<file path="config.mk">
export PLATFORM = sky130hd
export DESIGN_NAME = lms_predict_ctrl_flat
export DESIGN_NICKNAME = d
export VERILOG_FILES = /design/src/rtl/lms_predict_ctrl_pkg.sv /design/src/rtl/lms_predict_ctrl_if.sv /design/src/rtl/lms_predict_ctrl.sv /design/src/flat_wrapper.sv
export SDC_FILE = /design/constraint.sdc
export NUM_CORES = 1
export LEC_CHECK = 0
export CAP_MARGIN = 25
export CORE_AREA = 2 2 120 180
export DETAILED_ROUTE_END_ITERATION = 12
export DIE_AREA = 0 0 122 182
export PLACE_DENSITY = 0.88
export SYNTH_ARGS = -nofsm -noshare
export SYNTH_HDL_FRONTEND = slang
export SYNTH_SLANG_ARGS = --single-unit
</file>
<file path="constraint.sdc">
create_clock -name sys_clk -period 16.1 [get_ports sys_clk]
set_input_delay 4.025 -clock sys_clk [delete_from_list [all_inputs] [get_ports sys_clk]]
set_output_delay 4.025 -clock sys_clk [all_outputs]
set_load 0.1 [all_outputs]
</file>
<file path="src/rtl/lms_predict_ctrl_pkg.sv">
// rtl/lms_predict_ctrl_pkg.sv - shared constants for the LMS prediction controller
package lms_predict_ctrl_pkg;

    localparam logic [2:0] ST_IDLE     = 3'd0;
    localparam logic [2:0] ST_ISSUE    = 3'd1;
    localparam logic [2:0] ST_WAIT_MUL = 3'd2;
    localparam logic [2:0] ST_ACCUM    = 3'd3;
    localparam logic [2:0] ST_DONE     = 3'd4;

    localparam int LMS_SHIFT   = 13;
    localparam int DEF_TAPS    = 4;
    localparam int DEF_TIMEOUT = 63;
    localparam int ACC_W       = 34;
    localparam int SAMPLE_W    = 16;
    localparam int PROD_W      = 32;

    // Products are summed in a wider signed accumulator so four full-scale taps cannot overflow.
    function automatic logic signed [ACC_W-1:0] sext_prod(input logic [PROD_W-1:0] p);
        return {{(ACC_W - PROD_W){p[PROD_W-1]}}, p};
    endfunction

endpackage

</file>
<file path="src/rtl/lms_predict_ctrl_if.sv">
// rtl/lms_predict_ctrl_if.sv - request/result and shared-multiplier signals of the controller
interface lms_predict_ctrl_if
    import lms_predict_ctrl_pkg::*;
#(
    parameter int TAPS = DEF_TAPS
);
    logic                       req;
    logic [SAMPLE_W*TAPS-1:0]   history;
    logic [SAMPLE_W*TAPS-1:0]   weights;
    logic                       busy;
    logic                       done;
    logic [31:0]                prediction;
    logic                       error;
    logic                       mul_start;
    logic [SAMPLE_W-1:0]        mul_a;
    logic [SAMPLE_W-1:0]        mul_b;
    logic [PROD_W-1:0]          mul_result;
    logic                       mul_finished;

    modport master (
        output req, history, weights, mul_result, mul_finished,
        input  busy, done, prediction, error, mul_start, mul_a, mul_b
    );

    modport slave (
        input  req, history, weights, mul_result, mul_finished,
        output busy, done, prediction, error, mul_start, mul_a, mul_b
    );
endinterface

</file>
<file path="src/rtl/lms_predict_ctrl.sv">
// rtl/lms_predict_ctrl.sv - sequences one LMS dot product through an external shared multiplier
module lms_predict_ctrl
    import lms_predict_ctrl_pkg::*;
#(
    parameter int TAPS    = DEF_TAPS,
    parameter int TIMEOUT = DEF_TIMEOUT
) (
    input  logic              sys_clk,
    input  logic              sys_rst,
    lms_predict_ctrl_if.slave bus
);
    localparam int IDX_W = (TAPS > 1) ? $clog2(TAPS) : 1;
    localparam int WD_W  = $clog2(TIMEOUT + 1);
    localparam int VEC_W = SAMPLE_W * TAPS;

    logic [2:0]              state_q, state_d;
    logic [VEC_W-1:0]        hist_q, hist_d;
    logic [VEC_W-1:0]        wts_q, wts_d;
    logic signed [ACC_W-1:0] acc_q, acc_d;
    logic [IDX_W-1:0]        idx_q, idx_d;
    logic [WD_W-1:0]         wd_q, wd_d;
    logic [PROD_W-1:0]       prod_q, prod_d;
    logic [31:0]             pred_q, pred_d;
    logic                    err_q, err_d;

    logic signed [ACC_W-1:0] acc_sum;
    logic [SAMPLE_W-1:0]     hist_tap, wts_tap;
    logic                    op_live;

    assign acc_sum  = acc_q + sext_prod(prod_q);
    assign hist_tap = hist_q[{idx_q, 4'b0000} +: SAMPLE_W];
    assign wts_tap  = wts_q[{idx_q, 4'b0000} +: SAMPLE_W];

    always_comb begin
        state_d = state_q;
        hist_d  = hist_q;
        wts_d   = wts_q;
        acc_d   = acc_q;
        idx_d   = idx_q;
        wd_d    = wd_q;
        prod_d  = prod_q;
        pred_d  = pred_q;
        err_d   = err_q;
        case (state_q)
            ST_IDLE: begin
                if (bus.req) begin
                    hist_d  = bus.history;
                    wts_d   = bus.weights;
                    acc_d   = '0;
                    idx_d   = '0;
                    state_d = ST_ISSUE;
                end
            end
            ST_ISSUE: begin
                wd_d    = '0;
                state_d = ST_WAIT_MUL;
            end
            ST_WAIT_MUL: begin
                if (bus.mul_finished) begin
                    prod_d  = bus.mul_result;
                    state_d = ST_ACCUM;
                end else if (wd_q == WD_W'(TIMEOUT - 1)) begin
                    pred_d  = '0;
                    err_d   = 1'b1;
                    state_d = ST_DONE;
                end else begin
                    wd_d = wd_q + 1'b1;
                end
            end
            ST_ACCUM: begin
                acc_d = acc_sum;
                if (idx_q == IDX_W'(TAPS - 1)) begin
                    // Result is registered on entry to DONE so it is already valid while done is high.
                    pred_d  = 32'(acc_sum >>> LMS_SHIFT);
                    err_d   = 1'b0;
                    state_d = ST_DONE;
                end else begin
                    idx_d   = idx_q + 1'b1;
                    state_d = ST_ISSUE;
                end
            end
            ST_DONE: begin
                state_d = ST_IDLE;
            end
            default: begin
                state_d = ST_IDLE;
            end
        endcase
    end

    always_ff @(posedge sys_clk or posedge sys_rst) begin
        if (sys_rst) begin
            state_q <= ST_IDLE;
            hist_q  <= '0;
            wts_q   <= '0;
            acc_q   <= '0;
            idx_q   <= '0;
            wd_q    <= '0;
            prod_q  <= '0;
            pred_q  <= '0;
            err_q   <= 1'b0;
        end else begin
            state_q <= state_d;
            hist_q  <= hist_d;
            wts_q   <= wts_d;
            acc_q   <= acc_d;
            idx_q   <= idx_d;
            wd_q    <= wd_d;
            prod_q  <= prod_d;
            pred_q  <= pred_d;
            err_q   <= err_d;
        end
    end

    // Operands are held from ISSUE through WAIT_MUL because the multiplier re-reads them at completion.
    assign op_live        = (state_q == ST_ISSUE) || (state_q == ST_WAIT_MUL);
    assign bus.mul_a      = op_live ? hist_tap : '0;
    assign bus.mul_b      = op_live ? wts_tap : '0;
    assign bus.mul_start  = (state_q == ST_ISSUE);
    assign bus.busy       = (state_q != ST_IDLE);
    assign bus.done       = (state_q == ST_DONE);
    assign bus.prediction = pred_q;
    assign bus.error      = err_q;

endmodule

</file>
<file path="src/flat_wrapper.sv">
// flat-port wrapper written by rule: the top's interface ports become plain ports
module lms_predict_ctrl_flat import lms_predict_ctrl_pkg::*;
#(
    parameter int TAPS    = DEF_TAPS,
    parameter int TIMEOUT = DEF_TIMEOUT
)
  (sys_clk, sys_rst, bus_req, bus_history, bus_weights, bus_mul_result, bus_mul_finished, bus_busy, bus_done, bus_prediction, bus_error, bus_mul_start, bus_mul_a, bus_mul_b);
  lms_predict_ctrl_if #(.TAPS(TAPS)) bus_i ();
  input  logic sys_clk;
  input  logic sys_rst;
  input wire logic [$bits(bus_i.req)-1:0] bus_req;
  input wire logic [$bits(bus_i.history)-1:0] bus_history;
  input wire logic [$bits(bus_i.weights)-1:0] bus_weights;
  input wire logic [$bits(bus_i.mul_result)-1:0] bus_mul_result;
  input wire logic [$bits(bus_i.mul_finished)-1:0] bus_mul_finished;
  output wire logic [$bits(bus_i.busy)-1:0] bus_busy;
  output wire logic [$bits(bus_i.done)-1:0] bus_done;
  output wire logic [$bits(bus_i.prediction)-1:0] bus_prediction;
  output wire logic [$bits(bus_i.error)-1:0] bus_error;
  output wire logic [$bits(bus_i.mul_start)-1:0] bus_mul_start;
  output wire logic [$bits(bus_i.mul_a)-1:0] bus_mul_a;
  output wire logic [$bits(bus_i.mul_b)-1:0] bus_mul_b;
  assign bus_i.req = bus_req;
  assign bus_i.history = bus_history;
  assign bus_i.weights = bus_weights;
  assign bus_i.mul_result = bus_mul_result;
  assign bus_i.mul_finished = bus_mul_finished;
  assign bus_busy = bus_i.busy;
  assign bus_done = bus_i.done;
  assign bus_prediction = bus_i.prediction;
  assign bus_error = bus_i.error;
  assign bus_mul_start = bus_i.mul_start;
  assign bus_mul_a = bus_i.mul_a;
  assign bus_mul_b = bus_i.mul_b;
  lms_predict_ctrl #(.TAPS(TAPS), .TIMEOUT(TIMEOUT)) u_core (.sys_clk(sys_clk), .sys_rst(sys_rst), .bus(bus_i));
endmodule
</file>
Yosys cells after proc, flatten, opt, wreduce, memory -nomap -nowiden:

Cells that the tools add are included.

* word-level logic and storage cells: 63
* flip-flop bits (word level): 238
* output and inout port bits: 68
* input bits: 164

* mux-type cells: 23
* equal/unequal tests: 13
* $add $sub $neg: 3
* reductions and logical operators: 13
* shifts and indexed selects: 2

Operator list (number)
* 64-bit by 7-bit variable part select with 16-bit output: 2
* 32-bit two-way mux: 3
* 34-bit one-hot mux with 2 select lines: 1
* 32-bit one-hot mux with 2 select lines: 1
* 34-bit by 32-bit adder with 34-bit output: 1
* 34-bit two-way mux: 1
* 16-bit two-way mux: 2
* 3-bit two-way mux: 4
* 6-bit two-way mux: 2
* 3-bit one-hot mux with 4 select lines: 1
* 6-bit one-hot mux with 2 select lines: 1
* 2-bit inequality test, second input constant: 4
* 2-bit AND reduction: 4
* 6-bit by 1-bit adder with 6-bit output, second input constant: 1
* 3-bit by 2-bit == test with 1-bit output, second input constant: 2
* 6-bit == test, second input constant: 1
* 3-bit AND reduction: 2
* 2-bit nonzero test: 3
* 2-bit two-way mux: 2
* 2-bit by 1-bit inequality test with 1-bit output, second input constant: 2
* 2-bit one-hot mux with 2 select lines: 1
* 4-bit AND reduction: 1
* 3-bit by 1-bit == test with 1-bit output, second input constant: 1
* 3-bit == test, second input constant: 1
* other kinds (8): 10

Longest topological paths before layout:

* depth in word-level cells: 4
* mapped depth: 11
* gate-level depth less buffers: 11

Worst setup path after synthesis:

No wires, ideal clock.

* path kind: register to output
* start point: register u_core.state_q[0]
* end point: output bus_mul_start
* data required time: 12.075 ns
* arrival time: 3.096 ns
* stages on the path, launching flop included: 3
* buffers on the path: 1
* slack: 8.979 ns
* cells stage by stage: dfrtp_1 > buf_1 > nor3b_1

* longest elaborated chain between the ends: 1

Ends and longest elaborated chain
* start, declared: line lms_predict_ctrl.sv:16 `logic [2:0] state_q, state_d;`
* start signal, assigned: line lms_predict_ctrl.sv:103 `state_q <= state_d;`
* 3-bit by 1-bit == test with 1-bit output: line lms_predict_ctrl.sv:119 `assign bus.mul_start = (state_q == ST_ISSUE);`
* end, declared: line flat_wrapper.sv:20 `output wire logic [$bits(bus_i.mul_start)-1:0] bus_mul_start;`

No other way between the ends.

Worst setup path after layout:

* start point: register u_core.idx_q[0]
* end point: output bus_mul_a[12]

* longest elaborated chain between the ends: 2

Ends and longest elaborated chain
* start, declared: line lms_predict_ctrl.sv:20 `logic [IDX_W-1:0] idx_q, idx_d;`
* start signal, assigned: line lms_predict_ctrl.sv:107 `idx_q <= idx_d;`
* 64-bit by 7-bit variable part select with 16-bit output: line lms_predict_ctrl.sv:31 `assign hist_tap = hist_q[{idx_q, 4'b0000} +: SAMPLE_W];`
* 16-bit two-way mux: line lms_predict_ctrl.sv:117 `assign bus.mul_a = op_live ? hist_tap : '0;`
* end, declared: line flat_wrapper.sv:21 `output wire logic [$bits(bus_i.mul_a)-1:0] bus_mul_a;`

No other way between the ends.

==> metrics.md <==
| Metric | Value |
|---|---|
| Status | `finished clean` |
| Setup TNS | `0 ns` |
| Reg-to-reg critical path startpoint | `u_core.prod_q[0]` |
| DRT Wirelength | `28,000 µm` |
| Via density | `5.75` |
| Most used DFF post-synth | `dfrtp_1` |
| Setup repair after global routing missed its margin | `no` |
| Setup crit start | `u_core.idx_q[0]` |
| Critical path required time | `12.07 ns` |
| Post-route antenna net violation count | `0` |
| YS warnings | `0` |
| Drt drc | `0` |
| Inserted Clock Buffers | `22` |
| Synthesized Nets | `1,106` |
| Max Freq | `134 MHz` |
| Slew headroom | `31.1%` |
| Number of synthesized flops with an enable pin | `0` |
| Seq/Total Area, Yosys | `50.2%` |
| Share of layout cells above drive strength 1 | `23.2%` |
| Area grow syn2layout | `29.8%` |
| CTS tree | `done` |
| Worst-Margin Slew | `1.03 ns` |
| Hold violation total from the final report | `0` |
| Worst-path clk slew | `0.06 ns` |
| Yosys top cell area share | `50.2%` |
| Die area | `22,200 µm²` |
| Post-CTS Setup Inserts | `0` |
| Hold_buf cts | `0` |
| Vias | `8,043` |
| Initial antenna violation count | `5` |
| Worst Setup Start Kind | `register` |
| FFs w/ async S/R, synth | `100%` |
| Syn Area/Cell | `12.5 µm²` |
| Synth Register Bits | `227` |
| Initial DRC count | `418` |
| Nets | `1,314` |
| Final Setup Violations | `0` |
| PortBufs | `231` |
| Clk sinks | `227` |
| Pin count of the biggest net entering global routing | `149` |
| Hold WC Path Type | `register to register` |
| Total gr overflow | `0` |
| First-pass GRT wire length | `44,300 µm` |
| Crit. End Element | `output pin` |
| CP endpoint | `bus_mul_a[12]` |
| Post-cts resize count | `0` |
| Core Rows | `65` |
| Total global-route track usage | `25.2%` |
| Unique masters post-synth | `64` |
| Clk_lat worst skew | `0.51 ns` |
| Die Span X | `122 µm` |
| CTS root buffer | `clkbuf_16` |
| Final Cycle Share | `46.2%` |
| Depth of the most critical reg-to-reg path | `11` |
| Max cap viols | `0` |
| Synth top area cells | `dfrtp_1 50%, mux2_2 16%, mux4_2 6.4%` |
| Core ar. | `20,700 µm²` |
| Max-slew violation count | `0` |
| Critical Setup Path Class | `register to output pin` |
| WL/cell | `20.0 µm` |
| Placer congestion estimate | `0.872` |
| Netlist Area Pre-Place | `11,300 µm²` |
| Ports | `232` |
| R2R Path End | `u_core.bus.prediction[15]` |
| Fin Clk Skew | `0.0229 ns` |
| Die height | `182 µm` |
| Final Util | `70.9%` |
| TritonRoute pass-1 iters | `6` |
| DP HPWL | `19,100 µm` |
| Tmin final | `7.44 ns` |
| CTS H-tree depth | `1` |
| Synth area leader | `dfrtp_1` |
| Vias in the first global route | `8,639` |
| Fin Hold WS | `0.488 ns` |
| Instance count of the mapped netlist | `905` |
| Starting Density | `54.6%` |
| Crit path arrival time | `3.42 ns` |
| Critical Path Fanout Max | `18` |
| FF-to-FF setup slack | `12.96 ns` |
| Maximum clock path buffer count | `3` |
how the worst min path moves through the flow:
stage                      from  cells past startpoint  slack [ns]               end
2_1_floorplan  u_core.acc_q[18]                      2        0.45  u_core.acc_q[18]
3_3_place_gp   u_core.acc_q[18]                      2        0.46  u_core.acc_q[18]
3_5_place_dp   u_core.acc_q[29]                      1        0.48  u_core.acc_q[29]
4_1_cts        u_core.acc_q[29]                      1        0.49  u_core.acc_q[29]
5_1_grt        u_core.acc_q[32]                      2        0.51  u_core.acc_q[32]
6_report       u_core.acc_q[14]                      2        0.49  u_core.acc_q[14]
placed cells by master (no fill, tap or decap), types with 5 or more instances in the layout:
cell | netlist | layout
xor2_1 | 18 | 18
inv_1 | 14 | 13
nand4_1 | 11 | 11
o21ai_0 | 33 | 33
mux2_2 | 161 | 161
mux4_2 | 32 | 32
nor3_1 | 6 | 6
a211oi_1 | 6 | 6
xnor2_1 | 16 | 16
nor2_1 | 35 | 34
clkbuf_16 | 0 | 23
dfrtp_1 | 227 | 226
o22ai_1 | 10 | 10
nor2b_1 | 35 | 35
clkdlybuf4s50_1 | 0 | 231
buf_4 | 13 | 10
clkinv_2 | 0 | 5
a21o_1 | 12 | 12
clkbuf_8 | 0 | 6
a22o_1 | 24 | 24
nand2_1 | 67 | 67
nand2b_1 | 5 | 5
a21oi_1 | 32 | 32
ha_1 | 36 | 36
worst max-delay path, cell delays in order (launching register included):
cell	delay, ns
dfrtp_2	0.72
buf_4	0.46
mux4_2	0.56
nor2b_1	0.15
clkdlybuf4s50_1	1.01
cell families (layout without fill, tap and decap cells):
group,Yosys count,count (layout),share of synthesized area (%)
compound gates,154,154,9.35
xor+xnor,35,35,2.83
fa+ha+maj,37,37,4.15
buf+inv,75,298,3.12
flops,227,227,50.2
mux,196,196,22.6
other cells,0,4,0
simple gates,181,181,7.77
metrics by stage:
stage | area, µm² | worst slack, ns | instances
after floorplan | 11300 | 5.86 | 905
after global placement | 13800 | 9.09 | 1353
after detailed placement | 13800 | 9.15 | 1354
after CTS | 14600 | 8.57 | 1393
after global routing | 14700 | 8.49 | 1400
final | 14700 | 8.66 | 1400
state kept, by name (all words and copies together), names as in the netlist:
signal	count
u_core.wd_q	6
u_core.wts_q	64
u_core.bus.prediction	21
u_core.hist_q	64
u_core.state_q	3
u_core.acc_q	34
u_core.bus.error	1
u_core.idx_q	2
u_core.prod_q	32
synth_stat cells, drive strengths merged, types with 2 or more instances:
| master | n |
|---|---|
| a211oi | 6 |
| o21a | 2 |
| ha | 36 |
| o21bai | 4 |
| a21o | 13 |
| a22o | 24 |
| clkbuf | 36 |
| a21oi | 33 |
| o211ai | 3 |
| mux2 | 161 |
| nor2 | 35 |
| nand3 | 4 |
| a221o | 2 |
| and2 | 4 |
| dfrtp | 227 |
| and3 | 4 |
| xnor2 | 16 |
| or2 | 3 |
| o31ai | 4 |
| nand4 | 11 |
| xor2 | 18 |
| o22ai | 10 |
| mux4 | 32 |
| nand2 | 67 |
| inv | 14 |
| o41ai | 3 |
| buf | 24 |
| nor2b | 35 |
| mux2i | 3 |
| o21ai | 34 |
| o31a | 2 |
| a31oi | 4 |
| nor3 | 7 |
| nand2b | 5 |
layout make-up:
cell class	instances	area, µm²
Sequential cell	227	5680
Clock buffer	29	658
Tap cell	268	335
Fill cell	1415	6040
Antenna cell	4	10.0
Timing Repair Buffer	245	2500
Multi-Input combinational cell	603	5300
Inverter	14	60.1
Clock inverter	10	154
layer usage:
| metal | share of wire (%) | vias up | GRT usage (%) |
|---|---|---|---|
| met5 | 0.046 | - | 0 |
| met1 | 37 | 4059 | 28.7 |
| met3 | 6.3 | 49 | 5.12 |
| met4 | 2.8 | 2 | 8.41 |
| met2 | 53 | 238 | 46.4 |
| li1 | - | 3695 | - |
Power is left out: the tool's default activity adds up to more than one toggle a clock period on the data nets, which glitch-free logic cannot reach.
